File: src/rtl/uart_pkg.sv
// uart_pkg: types and constants shared by the serial-link UART blocks.
//
// Contents:
//   tx_state_t     - transmitter FSM states (IDLE, TRANSMIT)
//   DEF_CLK_FREQ   - default system clock frequency in Hz
//   DEF_BAUD_RATE  - default line rate in baud
//   FRAME_BITS     - line bits per frame: 10 for 8N1, 11 with even parity
//   build_frame()  - frame image in shift order (bit 0 goes out first)
//
// Build option: define UART_TX_PARITY_EN to insert an even parity bit
// between data bit 7 and the stop bit. The receiver on the other end of
// the link must be built with the same setting.
package uart_pkg;

    typedef enum logic {
        IDLE     = 1'b0,
        TRANSMIT = 1'b1
    } tx_state_t;

    localparam int DEF_CLK_FREQ  = 50000000;
    localparam int DEF_BAUD_RATE = 19200;

`ifdef UART_TX_PARITY_EN
    localparam int FRAME_BITS = 11;
`else
    localparam int FRAME_BITS = 10;
`endif

    // Frame image: stop bit at the top, start bit at the bottom.
    function automatic logic [FRAME_BITS-1:0] build_frame(input logic [7:0] data);
`ifdef UART_TX_PARITY_EN
        return {1'b1, ^data, data, 1'b0};
`else
        return {1'b1, data, 1'b0};
`endif
    endfunction

endpackage

File: src/rtl/uart_tx.sv
// uart_tx: UART transmitter, one byte per trmt strobe, LSB first, at
// CLK_FREQ/BAUD_RATE clocks per bit.
//
// Ports:
//   clk        in   system clock, rising edge
//   rst_n      in   asynchronous active-low reset
//   trmt       in   transmit request strobe, accepted only while idle
//   tx_data    in   byte to send, sampled only on the accepting edge
//   TX         out  serial line, idle high, driven from a flop
//   tx_done    out  sticky frame-complete flag, cleared by the next accept
//   busy       out  high while a frame is on the line
//   state_dbg  out  current FSM state
//
// Handshake: a request is taken on any rising edge where trmt is high and
// the FSM is IDLE (busy low); requests while busy are dropped, not queued.
//
// Build option: UART_TX_PARITY_EN (see uart_pkg) adds an even parity bit.
module uart_tx
    import uart_pkg::*;
#(
    parameter int CLK_FREQ  = DEF_CLK_FREQ,
    parameter int BAUD_RATE = DEF_BAUD_RATE
) (
    input  logic       clk,
    input  logic       rst_n,
    input  logic       trmt,
    input  logic [7:0] tx_data,
    output logic       TX,
    output logic       tx_done,
    output logic       busy,
    output tx_state_t  state_dbg
);

    localparam int BAUD_CNT_REF = CLK_FREQ / BAUD_RATE;
    localparam int CNT_W        = $clog2(BAUD_CNT_REF + 1);

    localparam logic [CNT_W-1:0] CNT_RELOAD = CNT_W'(BAUD_CNT_REF);
    localparam logic [CNT_W-1:0] CNT_ONE    = CNT_W'(1);
    localparam logic [3:0]       FRAME_LEN  = 4'(FRAME_BITS);

    tx_state_t              state_q, state_d;
    logic [FRAME_BITS-1:0]  shift_q, shift_d;
    logic [CNT_W-1:0]       baud_cnt_q, baud_cnt_d;
    logic [3:0]             bit_cnt_q, bit_cnt_d;
    logic                   tx_done_q, tx_done_d;
    logic                   tx_q, tx_d;

    always_comb begin
        state_d    = state_q;
        shift_d    = shift_q;
        baud_cnt_d = baud_cnt_q;
        bit_cnt_d  = bit_cnt_q;
        tx_done_d  = tx_done_q;

        case (state_q)
            IDLE: begin
                if (trmt) begin
                    shift_d    = build_frame(tx_data);
                    bit_cnt_d  = 4'd0;
                    baud_cnt_d = CNT_RELOAD;
                    tx_done_d  = 1'b0;
                    state_d    = TRANSMIT;
                end
            end
            TRANSMIT: begin
                // The counter is loaded with the full bit period and the
                // shift happens on the edge that would take it to zero, so
                // every bit lasts exactly BAUD_CNT_REF cycles.
                if (baud_cnt_q == CNT_ONE) begin
                    shift_d    = {1'b1, shift_q[FRAME_BITS-1:1]};
                    bit_cnt_d  = bit_cnt_q + 4'd1;
                    baud_cnt_d = CNT_RELOAD;
                    if (bit_cnt_d == FRAME_LEN) begin
                        state_d   = IDLE;
                        tx_done_d = 1'b1;
                    end
                end else begin
                    baud_cnt_d = baud_cnt_q - CNT_ONE;
                end
            end
            default: begin
                state_d = IDLE;
            end
        endcase

        // Line flop follows the next shift image so the start bit is on the
        // line right after the accepting edge.
        tx_d = shift_d[0];
    end

    always_ff @(posedge clk or negedge rst_n) begin
        if (!rst_n) begin
            state_q    <= IDLE;
            shift_q    <= '1;
            baud_cnt_q <= '0;
            bit_cnt_q  <= 4'd0;
            tx_done_q  <= 1'b0;
            tx_q       <= 1'b1;
        end else begin
            state_q    <= state_d;
            shift_q    <= shift_d;
            baud_cnt_q <= baud_cnt_d;
            bit_cnt_q  <= bit_cnt_d;
            tx_done_q  <= tx_done_d;
            tx_q       <= tx_d;
        end
    end

    assign TX        = tx_q;
    assign tx_done   = tx_done_q;
    assign busy      = (state_q == TRANSMIT);
    assign state_dbg = state_q;

endmodule
File: config.mk
export PLATFORM = sky130hd
export DESIGN_NAME = uart_tx
export DESIGN_NICKNAME = d
export VERILOG_FILES = /design/src/rtl/uart_pkg.sv /design/src/rtl/uart_tx.sv
export SDC_FILE = /design/constraint.sdc
export NUM_CORES = 1
export LEC_CHECK = 0
export ABC_AREA = 1
export CAP_MARGIN = 30
export CORE_AREA = 2 2 62 64
export CTS_CLUSTER_SIZE = 16
export DETAILED_ROUTE_END_ITERATION = 7
export DIE_AREA = 0 0 64 66
export PLACE_DENSITY = 0.66
export SLEW_MARGIN = 20
export SYNTH_ARGS = -nofsm -noshare
export SYNTH_HDL_FRONTEND = slang
export SYNTH_SLANG_ARGS = --single-unit
File: constraint.sdc
create_clock -name clk -period 1.4 [get_ports clk]
set_clock_uncertainty 0.2 [all_clocks]
set_input_delay 0.21 -clock clk [delete_from_list [all_inputs] [get_ports clk]]
set_output_delay 0.21 -clock clk [all_outputs]
set_load 0.01 [all_outputs]
==> results.sh <==
export IMPL_status="finished, violations left"
export IMPL_violations="negative setup slack"
export IMPL_tightest_slew_ns=0.285
export IMPL_p_switching_mw=0.289
export IMPL_antenna_found_initial=0
export IMPL_fp_dieH_um=66
export IMPL_arrival_ns=1.58
export IMPL_hold_depth=5
export IMPL_finalCritPeriodShare=1.11
export IMPL_ctsLongestPathBuffers=2
export IMPL_yosysSeqAreaShare=0.446
export IMPL_die_w_um=64
export IMPL_num_rows=22
export IMPL_maxSlewViolCount=0
export IMPL_yosysWarnings=0
export IMPL_viasPerCell=4.82
export IMPL_ioPinCount=15
export IMPL_endpoint_kind="flip-flop"
export IMPL_synthAdderAreaFrac=0.0325
export IMPL_swShare=0.238
export IMPL_power_mw=1.22
export IMPL_core_area_um2=3550
export IMPL_design_die_area_um2=4220
export IMPL_netlist_area_um2=1540
export IMPL_holdWs_ns=0.245
export IMPL_cts_buffers=3
export IMPL_grt_overflow_total=0
export IMPL_synth_nets=220
export IMPL_cp_start_kind="flip-flop"
export IMPL_tns_ns=-2.21
export IMPL_yosys_area_share_simple=0.389
export IMPL_p_leak_nw=1.10
export IMPL_p_seq_frac=0.645
export IMPL_r2r_end="baud_cnt_q[2]$_DFFE_PN0P_"
export IMPL_ys_seq_elements=27
export IMPL_hold_viol=0
export IMPL_finalCriticalPeriod_ns=1.55
export IMPL_min_from="tx_data[6]"
export IMPL_required_ns=1.43
export IMPL_start_util=0.434
export IMPL_nets=283
export IMPL_drt_initial_drc_count=65
export IMPL_syn2layout_area_growth_pct=49.9
export IMPL_drcViolationCount=0
export IMPL_peakVddDrop_mv=0.430
export IMPL_cts_root_buffer="clkbuf_4"
export IMPL_clk_latency_ns=0.34
export IMPL_ant_nets=0
export IMPL_cts_sinks=27
export IMPL_synth_top_family_by_area="simple AND/OR/NAND/NOR gates"
export IMPL_grt_max_degree=28
export IMPL_muxShareOfSynthArea=0
export IMPL_dp_slack_ns=-0.208
export IMPL_final_core_util=0.651
export IMPL_synth_xor_area_share=0.0114
export IMPL_gp_congestion=0.773
export IMPL_final_area_um2=2310
export IMPL_reg2reg_setup_slack_ns=-0.15
export IMPL_setup_violations=30
export IMPL_rsz0062_at_grt="true"
export IMPL_routedWlPerCell_um=12.3
export IMPL_vias=1518
export IMPL_synth_compound_area_frac=0.0487
export IMPL_crit_type="flip-flop to flip-flop"
export IMPL_timing_rr_start="busy$_DFF_PN0_"
export IMPL_cts_tree="built"
export IMPL_synthDistinctLibCells=25
export IMPL_placed_cells=301
export IMPL_startpoint="busy$_DFF_PN0_"
export IMPL_drv_cap=0
export IMPL_routed_wl_um=3880
export IMPL_grt_first_pass_wirelength_um=6850
export IMPL_clkPwrFrac=0.308
export IMPL_slew_headroom=0.808
export IMPL_n_antenna_cell=0
export IMPL_dpl_cell_area_um2=2030
export IMPL_portBuffers=14
export IMPL_powerDensity_nw_per_um2=526
export IMPL_pwr_share_comb=0.046
export IMPL_grt_usage=0.205
export IMPL_syn_avg_cell_area_um2=7.52
export IMPL_stdcell_count=315
export IMPL_grt_pass1_vias=1537
export IMPL_syn_inst=205
export IMPL_clk_pin_slew_ns=0.17
export IMPL_reg2regPathDepth=5
export IMPL_drive_gt1_frac=0.404
export IMPL_hold_end="shift_q[7]$_DFFE_PN1P_"
export IMPL_max_freq_mhz=643
export IMPL_layout_setup_ws_ns=-0.155
export IMPL_dp_hpwl_um=2550
export IMPL_hold_path_class="input port to flip-flop"
export IMPL_crit_fanout=8
export IMPL_htreeDepth=1
export IMPL_first_pass_iters=4
export IMPL_p_int_mw=0.927
## state kept, by name (all words and copies together) (netlist names)
register,cells
shift_q,9
bit_cnt_q,4
busy,1
tx_done,1
baud_cnt_q,12
## critical path: stages (launching register included)
cell and delay [ns]:
dfrtp_1 0.44, buf_6 0.14, nor2_4 0.23, clkinvlp_4 0.22, nand3_2 0.11, nand3_1 0.08
## final cells by class
class                   instances  area, um^2
fillers                       296        1240
inverters                      21        81.3
clock buffers                   3        22.5
flip-flops and latches         27         689
repair buffers                 60         526
repair inverters                1        7.51
well taps                      48        60.1
multi-input cells             154         917
clock inverters                 1        7.51
## logic make-up (layout without fill, tap and decap cells)
| logic type | count (synthesis) | after routing |
|---|---|---|
| and+or+nand+nor | 133 | 134 |
| AOI/OAI and AO/OA | 14 | 14 |
| buffers and inverters | 25 | 86 |
| DFF | 27 | 27 |
| adders and majority gates | 4 | 4 |
| xor gates and xnor gates | 2 | 2 |
## routing by layer
| layer | global-route usage | up-vias | wire length, um |
|---|---|---|---|
| met1 | 0.275 | 719 | 1890 |
| met4 | 0.0788 | 0 | 49 |
| met5 | 0 | - | 0 |
| met2 | 0.344 | 18 | 1870 |
| met3 | 0.0187 | 6 | 69 |
| li1 | - | 775 | - |
## how the worst max path moves through the flow
| stage | end | slack [ns] | cells after the start |
|---|---|---|---|
| final | baud_cnt_q[2]$_DFFE_PN0P_ | -0.15 | 5 |
| after global routing | baud_cnt_q[11]$_DFFE_PN0P_ | -0.22 | 8 |
| after CTS | baud_cnt_q[4]$_DFFE_PN0P_ | -0.10 | 7 |
| after detailed placement | baud_cnt_q[3]$_DFFE_PN0P_ | -0.21 | 5 |
| after global placement | baud_cnt_q[11]$_DFFE_PN0P_ | -0.16 | 6 |
| after floorplan | shift_q[4]$_DFFE_PN1P_ | -0.05 | 10 |
## layout by cell type, fill, tap and decap left out, types with 5 or more instances in the layout
cell             netlist  routed
buf_6                  2      10
nand2_1               84      72
buf_4                  1      37
nand4_1                7       7
inv_1                 18      17
nor2_4                 2       5
nand2_2                3      11
nor2_1                 8       6
dfstp_2                9       9
nand2_4                3       7
nand3_1               19      16
o21ai_1                1       5
dfrtp_1               18      16
clkdlybuf4s50_1        0      10
## synthesized netlist by cell type
| cell | instances | area (um^2) |
|---|---|---|
| a21oi_1 | 1 | 5.00 |
| inv_2 | 3 | 11.3 |
| nand2_2 | 3 | 18.8 |
| xnor2_1 | 1 | 8.76 |
| nor2_4 | 2 | 22.5 |
| o21ai_1 | 1 | 5.00 |
| o21ai_0 | 9 | 45.0 |
| inv_1 | 18 | 67.6 |
| dfstp_2 | 9 | 236 |
| nand2_4 | 3 | 33.8 |
| dfrtp_1 | 18 | 450 |
| buf_4 | 1 | 7.51 |
| or2_2 | 1 | 6.26 |
| buf_6 | 2 | 22.5 |
| nand4_1 | 7 | 43.8 |
| ha_1 | 4 | 50.1 |
| nor3_1 | 3 | 15.0 |
| nor2_2 | 3 | 18.8 |
| nand3_1 | 19 | 95.1 |
| clkbuf_1 | 1 | 3.75 |
| nor2_1 | 8 | 30.0 |
| xor2_1 | 1 | 8.76 |
| nand2_1 | 84 | 315 |
| o22ai_1 | 2 | 12.5 |
| o21bai_1 | 1 | 7.51 |
## timing repair
item	in CTS	in global routing
hold endpoints to repair	7	0
pin swaps	13	8
gates resized for setup	51	16
cloned	2	0
hold buffers	1	0
setup buffers	6	1
endpoints found under the setup margin	31	30
## power groups by stage
stage          logic (mW)  registers, mW  clock network (mW)
5_1_grt            0.0617          0.786               0.420
3_3_place_gp       0.0545          0.798                   0
6_report           0.0565          0.785               0.375
3_5_place_dp       0.0548          0.798                   0
4_1_cts            0.0573          0.785               0.380
2_1_floorplan     0.00240          0.798                   0
Power figures use the tool's default switching activity.
==> RTL change 1, RTL diff (config.mk and constraints unchanged) <==
Reset style: synchronous (`rst_n`), changed in one clocked block. Comments in the files are not updated.
--- a/src/rtl/uart_tx.sv
+++ b/src/rtl/uart_tx.sv
@@ -89,5 +89,5 @@
     end
 
-    always_ff @(posedge clk or negedge rst_n) begin
+    always_ff @(posedge clk) begin
         if (!rst_n) begin
             state_q    <= IDLE;
Check against the original RTL: differs if rst_n is asserted again (counterexample within 4 cycles, from zero or initial values and one cycle with rst_n low); with rst_n held inactive, the same outputs for 10 cycles.
==> RTL change 1 against the original RTL <==
- the flow still finishes with violations (setup timing)
- sequential cell count stayed put
- first-iteration DRC count fell by 11%
- wire length is 0.15% higher
- count of clock-buffer cells in the layout is the same
- cell area grew 0.16%
- synthesized area shrank 7.0%
- worst setup slack lost 7.3 ps
- largest cell class unchanged
Power is not compared: it rests on default switching activity, and its combinational part moved more than twofold at a synthesized area within 25%.
==> RTL change 1: results (changes against the original RTL) <==
outcome:
  status: "complete, but fails checks"
  violations: "setup timing"
placed_design:
  gp_congestion: 0.775  # +0.16%
  place_ws_ps: -329  # -121 ps
  placed_area_um2: 1930  # -4.7%
  dp_hpwl_mm: 2.47  # -2.9%
  dp_cells: 305  # +1.3%
worst_setup_path:
  arrival_ps: 1610  # +30 ps
  critPathMaxFanout: 5  # -3
global_route:
  antenna_found_initial: 0  # unchanged
  grt_first_pass_wirelength_mm: 6.47  # -5.5%
  grt_usage_pct: 19.5  # -1.0 points
  grt_max_degree: 17  # -39%
  use_met3_pct: 3.75  # +1.9 points
  met1_usage_pct: 22.9  # -4.6 points
  first_global_vias: 1504  # -2.1%
  met2_usage_pct: 36.6  # +2.2 points
synth:
  synth_cell_type_count: 26  # +4.0%
  synth_area_leaders: "dfxtp_1, nand2_1, nand3_1"
  synth_commonest_cells: "nand2_1, dfxtp_1, nand3_1, inv_1, nor2_1"
  seq_area_frac_synth_pct: 37.7  # -6.9 points
  syn_nets: 226  # +2.7%
  async_flop_share_pct: 0  # -100 points
  synth_cells: 211  # +2.9%
clock_tree:
  h-tree-depth: 1  # unchanged
  post_cts_resize_count: 48  # -5.9%
  clock_latency_ps: 340  # about the same
  numCtsBuffers: 3  # unchanged
  post_cts_buffers: 10  # +4
drt:
  wl_met3_um: 90  # +30%
  wl_per_cell_um: 12.0  # -2.6%
  drtIter0Drc: 58  # -11%
  wl_met1_mm: 1.68  # -11%
  met2_length_mm: 2.08  # +11%
  drt_first_pass_iters: 4  # unchanged
  vias_per_cell: 4.73  # -1.9%
timing:
  tns_ps: -2670  # -459 ps
  setup_viol: 25  # -17%
  fin_ws_ps: -162  # -7.26 ps
  maxSlewHeadroom_pct: 84.3  # +3.4 points
  holdWs_ps: 281  # +35.5 ps
cells_and_area:
  drive_gt1_share_pct: 48.2  # +7.7 points
  nNetsFinal: 292  # +3.2%
  stdcell_count: 324  # +2.9%
## RTL change 1: cell types whose count changed in the layout (fill, tap and decap cells not counted), sizes merged, moves of 2 or more
cell,unedited run,this run
o21ai,10,3
nand2,91,76
clkdlybuf4s15,0,2
dfrtp,18,0
dfxtp,0,27
nor2,13,23
nand4,7,3
o22ai,2,0
inv,21,23
nand3,19,26
dfstp,9,0
a21oi,1,11
buf,49,53
## RTL change 1: path summary, 6_finish.rpt
check,start,endpoint,cells after the start
setup / recovery,baud_cnt_q[10]$_SDFFE_PN0P_,shift_q[1]$_SDFFE_PN1P_,9
hold reg to reg,shift_q[0]$_SDFFE_PN1P_,shift_q[0]$_SDFFE_PN1P_,2
setup reg to reg,baud_cnt_q[10]$_SDFFE_PN0P_,shift_q[1]$_SDFFE_PN1P_,9
hold / removal,tx_data[7],shift_q[8]$_SDFFE_PN1P_,3
## RTL change 1: cells by family (layout without fill, tap and decap cells)
logic type               Yosys count  in the layout  synth area share, %
AND/OR/NAND/NOR                  130            131                 41.0
buffers and inverters             30             94                 9.16
flip-flops                        27             27                 37.7
AO/OA/AOI/OAI                     16             16                 6.20
adder cells (fa/ha/maj)            4              4                 3.49
XOR/XNOR                           4              4                 2.44
## RTL change 1: area by class of cell
cell class / count / area, um^2
fill: 295 / 1240
tap: 48 / 60.1
inverter: 24 / 98.8
multi-input combinational: 155 / 982
clock inverter: 1 / 7.51
timing repair buffer: 65 / 577
sequential: 27 / 562
timing repair inverter: 1 / 5.00
clock buffer: 3 / 22.5
## RTL change 1: worst max-delay path, stage by stage, from the launching register on
cell,delay [ps]
dfxtp_1,360
nor2_2,150
nand2_2,80
nor2_4,140
nand2_2,90
nand2_4,110
nand2_8,80
buf_6,150
nand2_4,50
nand3_2,60
==> RTL change 2, RTL diff (config.mk and constraints unchanged) <==
Made on the original files. Change the package constant `DEF_BAUD_RATE` from 19200 to 38400.
--- a/src/rtl/uart_pkg.sv
+++ b/src/rtl/uart_pkg.sv
@@ -19,5 +19,5 @@
 
     localparam int DEF_CLK_FREQ  = 50000000;
-    localparam int DEF_BAUD_RATE = 19200;
+    localparam int DEF_BAUD_RATE = 38400;
 
 `ifdef UART_TX_PARITY_EN
Formal check against the unedited RTL: same outputs for any inputs over 10 cycles, from zero or initial values and one cycle with rst_n low; that may be too few to reach the edited logic, so the function may still have changed.
==> RTL change 2 against the original RTL <==
- the run still ends with setup timing left
- global-route usage fell by 0.52 points
- worst setup slack got worse by 77 ps
- maximum frequency fell by 4.7%
- wire length fell by 3.9%
- cell area fell by 3.7%
- synthesized area rose by 0.24%
- worst hold slack improved by 7.4 ps
- count of clock-buffer cells in the layout rose by 1
- sequential cell count fell by 1
Power is not compared: it rests on default switching activity, and its combinational part moved more than twofold at a synthesized area within 25%.
==> RTL change 2: results (changes against the original RTL) <==
worst_setup_path:
  arrival_ps: 1730  # +150 ps
  max_stage_delay_ps: 420  # -20 ps
min_path:
  hp-class: "in2reg"
clock_tree:
  clock_latency_ps: 350
  post_cts_buffers: 5  # -1
  h-tree-depth: 1  # unchanged
  clk_pin_slew_worst_paths_ps: 160
  post_cts_resize_count: 30  # -41%
  cts_root_buffer: "clkbuf_4"
synth:
  postSynthAreaPerCell_um2: 7.57  # +0.73%
  synth_warnings: 0  # unchanged
  synth_area_leaders: "dfrtp_1, nand2_1, dfstp_2"
  seq_area_frac_synth_pct: 42.8  # -1.7 points
  synth_commonest_cells: "nand2_1, nand3_1, inv_1, dfrtp_1, nor2_1"
  synth-compound-area-share_pct: 4.78  # -0.093 points
  syn_nets: 219  # -0.45%
  synth_fa_ha_area_share_pct: 3.24  # -0.0079 points
  synth.area.mux_share_pct: 0  # unchanged
  async_flop_share_pct: 100  # unchanged
  synth_xor_area_share_pct: 1.13  # -0.0028 points
  synth_cell_type_count: 26  # +4.0%
drt:
  wl_mm: 3.73  # -3.9%
  drtIter0Drc: 87  # +34%
  met2_length_mm: 1.86  # -0.37%
  wl_met1_mm: 1.70  # -9.8%
  vias_per_cell: 4.89  # +1.5%
  wl_per_cell_um: 12.2  # -1.1%
  wl_met3_um: 93  # +35%
global_route:
  met2_usage_pct: 32.9  # -1.4 points
  grt_first_pass_wirelength_mm: 6.54  # -4.5%
  use_met3_pct: 2.21  # +0.34 points
  grt_max_degree: 27  # -3.6%
  met1_usage_pct: 26.4  # -1.1 points
  first_global_vias: 1523  # -0.91%
  grt_usage_pct: 20.0  # -0.52 points
cells_and_area:
  drive_gt1_share_pct: 34.9  # -5.6 points
  multi_input_cells: 150  # -2.6%
  multi_input_area_um2: 847  # -7.6%
  numSequentialCells: 26  # -3.7%
  buffer_area_share_pct: 23.8  # +1.1 points
  clock_buffers: 4  # +1
  nNonClkInverters: 21  # -4.5%
  clockNetworkAreaShare_pct: 2.14  # +0.84 points
  nNetsFinal: 274  # -3.2%
  top_regs: "baud_cnt_q: 11 flops, shift_q: 9 flops, bit_cnt_q: 4 flops"
  seq_area_share_pct: 29.8  # -0.080 points
  buffers_excl_clock: 57  # -5.0%
  diodes: 0  # unchanged
  fillers: 302  # +2.0%
timing:
  fin_ws_ps: -232  # -77.3 ps
  setup_viol: 29  # -3.3%
  max_slew.worst_pin.slew_ps: 256  # -28.8 ps
  tns_ps: -4710  # -2490 ps
placed_design:
  place_ws_ps: -258  # -50.0 ps
  dp_cells: 295  # -2.0%
  dp_hpwl_mm: 2.55  # +0.29%
  gp_congestion: 0.828  # +7.1%
outcome:
  status: "complete, but fails checks"
  violations: "setup timing"
==> RTL change 2: worst paths after layout <==
path	from	to	slack, ps	cells past startpoint
worst max-delay path	baud_cnt_q[1]$_DFFE_PN0P_	shift_q[3]$_DFFE_PN1P_	-230	9
worst min-delay path	tx_data[3]	shift_q[4]$_DFFE_PN1P_	250	5
worst max register to register	baud_cnt_q[1]$_DFFE_PN0P_	shift_q[3]$_DFFE_PN1P_	-230	9
worst min register to register	shift_q[2]$_DFFE_PN1P_	shift_q[2]$_DFFE_PN1P_	290	2
max in group asynchronous	rst_n	shift_q[5]$_DFFE_PN1P_	230	3
min in group asynchronous	rst_n	baud_cnt_q[7]$_DFFE_PN0P_	540	3
==> RTL change 2: through the flow <==
step                area [um^2]  hold WS, ps  power (W)
floorplan                  1570         -286    0.00122
global placement           2030          265    0.00151
detailed placement         2030          273    0.00152
CTS                        2160         3.20    0.00204
global route               2220          273    0.00219
finish                     2220          253    0.00206
